==> src/rtl/btn_debounce_if.sv <==
// Button debouncer signal bundle: sample strobe source and raw inputs in,
// debounced level plus press/release pulses out.
interface btn_debounce_if #(
    parameter int NBTN = 5
);
    logic            tick_src;
    logic [NBTN-1:0] btn_in;
    logic [NBTN-1:0] btn_level;
    logic [NBTN-1:0] btn_press;
    logic [NBTN-1:0] btn_release;

    // Plain level signals, no valid/ready: outputs are registered and the
    // press/release pulses are exactly one clk wide, consumers sample every clk.
    modport master (
        output tick_src,
        output btn_in,
        input  btn_level,
        input  btn_press,
        input  btn_release
    );

    modport slave (
        input  tick_src,
        input  btn_in,
        output btn_level,
        output btn_press,
        output btn_release
    );
endinterface

==> src/rtl/btn_debounce.sv <==
// Per-channel push-button debouncer with press/release edge pulses. Samples a
// two-flop synchronized copy of each input on every rising edge of tick_src.
module btn_debounce #(
    parameter int NBTN   = 5,
    parameter int STABLE = 4,
    parameter int CW     = 4
) (
    input  logic           clk,
    input  logic           rst,
    btn_debounce_if.slave  bus
);
    localparam logic [CW:0] STABLE_C = (CW+1)'(STABLE);
    localparam logic [CW:0] ONE_C    = (CW+1)'(1);

    logic            r_tick_q;
    logic [NBTN-1:0] r_sync1;
    logic [NBTN-1:0] r_sync2;
    logic [NBTN-1:0] r_level;
    logic [NBTN-1:0] r_press;
    logic [NBTN-1:0] r_release;
    logic [CW-1:0]   r_cnt [NBTN];

    logic            w_tick;
    logic [NBTN-1:0] w_level_nxt;
    logic [NBTN-1:0] w_press_nxt;
    logic [NBTN-1:0] w_release_nxt;
    logic [CW-1:0]   w_cnt_nxt [NBTN];

    // tick_src comes from the clkdiv counter in this clock domain, so it is
    // edge-detected directly without resynchronization.
    assign w_tick = bus.tick_src & ~r_tick_q;

    always_comb begin
        w_level_nxt   = r_level;
        w_press_nxt   = '0;
        w_release_nxt = '0;
        for (int i = 0; i < NBTN; i++) begin
            w_cnt_nxt[i] = r_cnt[i];
            if (w_tick) begin
                if (r_sync2[i] == r_level[i]) begin
                    w_cnt_nxt[i] = '0;
                end else if (({1'b0, r_cnt[i]} + ONE_C) == STABLE_C) begin
                    w_cnt_nxt[i]     = '0;
                    w_level_nxt[i]   = r_sync2[i];
                    w_press_nxt[i]   = r_sync2[i];
                    w_release_nxt[i] = ~r_sync2[i];
                end else begin
                    w_cnt_nxt[i] = r_cnt[i] + 1'b1;
                end
            end
        end
    end

    // tick_q resets high so a tick_src already high at reset release is not a strobe.
    always_ff @(posedge clk) begin
        if (rst) begin
            r_tick_q  <= 1'b1;
            r_sync1   <= '0;
            r_sync2   <= '0;
            r_level   <= '0;
            r_press   <= '0;
            r_release <= '0;
            for (int i = 0; i < NBTN; i++) begin
                r_cnt[i] <= '0;
            end
        end else begin
            r_tick_q  <= bus.tick_src;
            r_sync1   <= bus.btn_in;
            r_sync2   <= r_sync1;
            r_level   <= w_level_nxt;
            r_press   <= w_press_nxt;
            r_release <= w_release_nxt;
            for (int i = 0; i < NBTN; i++) begin
                r_cnt[i] <= w_cnt_nxt[i];
            end
        end
    end

    assign bus.btn_level   = r_level;
    assign bus.btn_press   = r_press;
    assign bus.btn_release = r_release;
endmodule

==> src/flat_wrapper.sv <==
// flat-port wrapper written by rule: the top's interface ports become plain ports
module btn_debounce_flat 
#(
    parameter int NBTN   = 5,
    parameter int STABLE = 4,
    parameter int CW     = 4
)
  (clk, rst, bus_tick_src, bus_btn_in, bus_btn_level, bus_btn_press, bus_btn_release);
  btn_debounce_if #(.NBTN(NBTN)) bus_i ();
  input  logic clk;
  input  logic rst;
  input wire logic [$bits(bus_i.tick_src)-1:0] bus_tick_src;
  input wire logic [$bits(bus_i.btn_in)-1:0] bus_btn_in;
  output wire logic [$bits(bus_i.btn_level)-1:0] bus_btn_level;
  output wire logic [$bits(bus_i.btn_press)-1:0] bus_btn_press;
  output wire logic [$bits(bus_i.btn_release)-1:0] bus_btn_release;
  assign bus_i.tick_src = bus_tick_src;
  assign bus_i.btn_in = bus_btn_in;
  assign bus_btn_level = bus_i.btn_level;
  assign bus_btn_press = bus_i.btn_press;
  assign bus_btn_release = bus_i.btn_release;
  btn_debounce #(.NBTN(NBTN), .STABLE(STABLE), .CW(CW)) u_core (.clk(clk), .rst(rst), .bus(bus_i));
endmodule
==> config.mk <==
export PLATFORM = sky130hd
export DESIGN_NAME = btn_debounce_flat
export DESIGN_NICKNAME = d
export VERILOG_FILES = /design/src/rtl/btn_debounce_if.sv /design/src/rtl/btn_debounce.sv /design/src/flat_wrapper.sv
export SDC_FILE = /design/constraint.sdc
export NUM_CORES = 1
export LEC_CHECK = 0
export ABC_AREA = 1
export CELL_PAD_IN_SITES_DETAIL_PLACEMENT = 1
export CELL_PAD_IN_SITES_GLOBAL_PLACEMENT = 1
export CORE_ASPECT_RATIO = 0.75
export CORE_MARGIN = 3
export CORE_UTILIZATION = 43
export CTS_CLUSTER_SIZE = 20
export DETAILED_ROUTE_END_ITERATION = 10
export PLACE_DENSITY = 0.92
export SYNTH_ARGS = -nofsm -noshare
export SYNTH_HDL_FRONTEND = slang
export SYNTH_SLANG_ARGS = --single-unit
==> constraint.sdc <==
create_clock -name clk -period 2.3 [get_ports clk]
set_input_delay 0.46 -clock clk [delete_from_list [all_inputs] [get_ports clk]]
set_output_delay 0.46 -clock clk [all_outputs]
set_load 0.05 [all_outputs]
==> key figures, run 1 <==
Critical path
  – Reg2Reg Launch Point: u_core.r_tick_q
  – R2R cell count: 5
  – CP endpoint: bus_btn_level[2]
  – Number of cells on the critical path: 1
  – Critical path's top delay family: buffers and inverters
  – Worst Path Required: approximately 1.8 ns
  – Worst path buffer plus inverter count: 1
  – CP peak stage delay: 0.84 ns
  – Crit path from: u_core.bus.btn_level[2]
  – Worst R2R Setup Slack: between 0.8 and 0.9 ns
  – Critical-path cell list: clkdlybuf4s50_1
  – Critical path class: reg -> out
  – Reg2reg end: u_core.r_cnt[4][2]
  – CP endpoint kind: output pin
  – Critical Path Slowest Stage Cell: clkdlybuf4s50_1
  – Startpoint types: flop
  – Critical Path Fanout Max: 4
  – CP Data Arrival Time: 1.56 ns

Global route
  – Initial antenna violation count: 0
  – Vias in the first global route: 1609
  – Remaining Overflow, GRT: 0
  – First-pass GRT wire length: 7272 um
  – Largest net degree at the start of global routing: 25
  – Global Route Usage Sum: 0.1827

Yosys
  – Net Count, Synth: 254
  – Syn Inst Count: 241
  – Post-synthesis adder-cell area fraction: 0.03336
  – Seq/Total Area, Yosys: 0.4910
  – Ys Warns: 0
  – Synth Area in XOR/XNOR: 0.04670
  – Post-Syn Area: between 0.0015 and 0.002 mm^2
  – Compound-Gate Fraction of Synth Area: 0.07872
  – Multiplexer area fraction after synthesis: 0
  – Largest family of logic cells by synthesized area: simple AND/OR/NAND/NOR gates
  – FF+latch count, synth: 46
  – Simple-Gate Fraction of Synth Area: 0.2582
  – Cell variety after synth: 24
  – Syn Area/Cell: 7.782 um^2

STA
  – Clock skew: approximately 0.0066 ns
  – Relative slew slack: 0.5707
  – Worst slew pin tran: ~0.64 ns
  – Fin Setup TNS: 0 ns
  – Fin crit share: 0.8771
  – RSZ-0062 raised after global routing: false
  – Fmax: 495.7 MHz
  – Setup Viol. Count Final: 0
  – Final hold violation count: 0
  – Final Max Tran Viols: 0
  – Final min period: 2.017 ns

CTS
  – Longest Clk Path Bufs: 2
  – Setup repair bufs after CTS: 0
  – CTS root buf: clkbuf_8
  – Clk pin slew, worst setup/hold paths: 0.09 ns
  – CTS Buf Count: 5
  – CTS Hold Buffers Added: 0
  – H-tree depth: 2
  – Post-cts resize count: 0
  – CTS tree: built
  – Clock Latency Late Sink: 0.30 ns
  – Clock sinks: 46

Routing
  – Antenna Violating Nets Remaining: 0
  – 1st-pass router iterations: 4
  – DRC viols: 0
  – Vias: 1557
  – Vias per cell: 4.866
  – Starting DRT DRC Count: 41
  – WL/cell: 13.14 um
  – Routed WL: 4205 um

Place
  – Cell area after placement: 0.002135 mm^2
  – Routability Congestion: 0.7589
  – Placed insts: around 310
  – Count of input and output buffers: 22
  – Final HPWL DP: 3115 um

Floorplan
  – Die height: 63.20 um
  – FP Rows: 20
  – Die X: 82.26 um
  – IO Pins: 23
  – Core area: about 0.0041 mm^2
  – Starting Density: 0.4542
  – Full die area: 0.005198 mm^2

Power
  – Final Power: 1369 uW
  – P_leak: between 0.0009 and 0.001 uW
  – Pwr/cell area: slightly above 600 mW/mm^2
  – Worst VDD drop: 0.3290 mV

Cells and area
  – Fin cells: between 300 and 400
  – Fill cells: 542
  – Final core occ: 0.5388
  – Inserted Diodes: 0
  – Layout area overhead: 18.61%
  – Final nets: around 280
  – Commonest non-fill, non-tap cell in the layout: nand2_1
  – Most frequent cells in the layout: nand2_1, dfxtp_1, inv_1, nor2_1, clkdlybuf4s50_1
  – Layout cell share with drive strength beyond 1: 0.06792
  – Final Instance Area: ~0.0022 mm^2

Hold path
  – Hold Crit Class: reg -> reg

Job
  – MaxCap Viol Count: 0

Outcome
  – Outcome: complete, no violations
-- cells in the mapped netlist, drive strengths merged --
cell type  instances  area [um^2]
a21oi             18        90.09
buf                4        26.27
clkbuf             3        11.26
dfxtp             46        920.9
ha                 5        62.56
inv               36        135.1
nand2             53        198.9
nand2b             1        6.260
nand3             17        85.08
nand3b             2        15.01
nand4              3        18.77
nor2              29        131.4
nor3               2        21.27
nor3b              1        7.510
o21ai             10        50.05
o21bai             1        7.510
xnor2              2        17.52
xor2               8        70.07
-- where the power goes --
part / switching (uW) / internal [uW] / total (uW)
clock network: 284 / 214 / 498
registers: 7.78 / 806 / 814
logic: 35.8 / 20.8 / 56.6
-- stage by stage --
stage | hold WS [ns] | setup slack, ns
after floorplan | 0.3883 | 0.9195
after global routing | 0.4401 | 0.2145
final | 0.4174 | 0.2826
after global placement | 0.3902 | 0.3166
after detailed placement | 0.4079 | 0.2371
after CTS | 0.4227 | 0.2711
-- flip-flops by register name, indices dropped and copies added, names as in the netlist --
signal	count
u_core.r_cnt	20
u_core.bus.btn_level	5
u_core.bus.btn_press	5
u_core.bus.btn_release	5
u_core.r_sync1	5
u_core.r_sync2	5
u_core.r_tick_q	1
-- cell families after synthesis --
| family | after synthesis |
|---|---|
| and+or+nand+nor | 108 |
| adders and majority gates | 5 |
| DFF | 46 |
| xor gates and xnor gates | 10 |
| buffers and inverters | 43 |
| AOI/OAI and AO/OA | 29 |
-- area by class of cell --
class	instances	area, um^2	area share
repair buffers	23	227.7	0.1024
multi-input cells	152	782.0	0.3515
well taps	55	68.82	0.03093
inverters	36	135.1	0.06074
clock inverters	3	21.27	0.009561
clock buffers	5	68.82	0.03093
flip-flops and latches	46	920.9	0.4139
-- metal layers --
metal	share of wire	up-vias	track usage
met1	0.47	740	0.2325
met2	0.49	21	0.2950
met4	0.015	0	0.06846
met5	0	-	0
li1	-	789	-
met3	0.029	7	0.04429
-- worst min path at each step --
stage	startpoint	to	slack, ns	cells past startpoint
2_1_floorplan	u_core.r_sync1[0]	u_core.r_sync2[0]	0.39	2
3_3_place_gp	u_core.r_sync1[0]	u_core.r_sync2[0]	0.39	2
3_5_place_dp	u_core.r_sync1[2]	u_core.r_sync2[2]	0.41	2
4_1_cts	u_core.r_sync1[2]	u_core.r_sync2[2]	0.42	2
5_1_grt	u_core.r_sync1[3]	u_core.r_sync2[3]	0.44	2
6_report	u_core.r_sync1[2]	u_core.r_sync2[2]	0.42	2
Power figures use the tool's default switching activity.
==> inputs of run 2 (changes only) <==
- HOLD_SLACK_MARGIN: not set -> 0.03
==> results of run 2 <==
The final DEF is identical to that of run 1; final timing and power are the same.
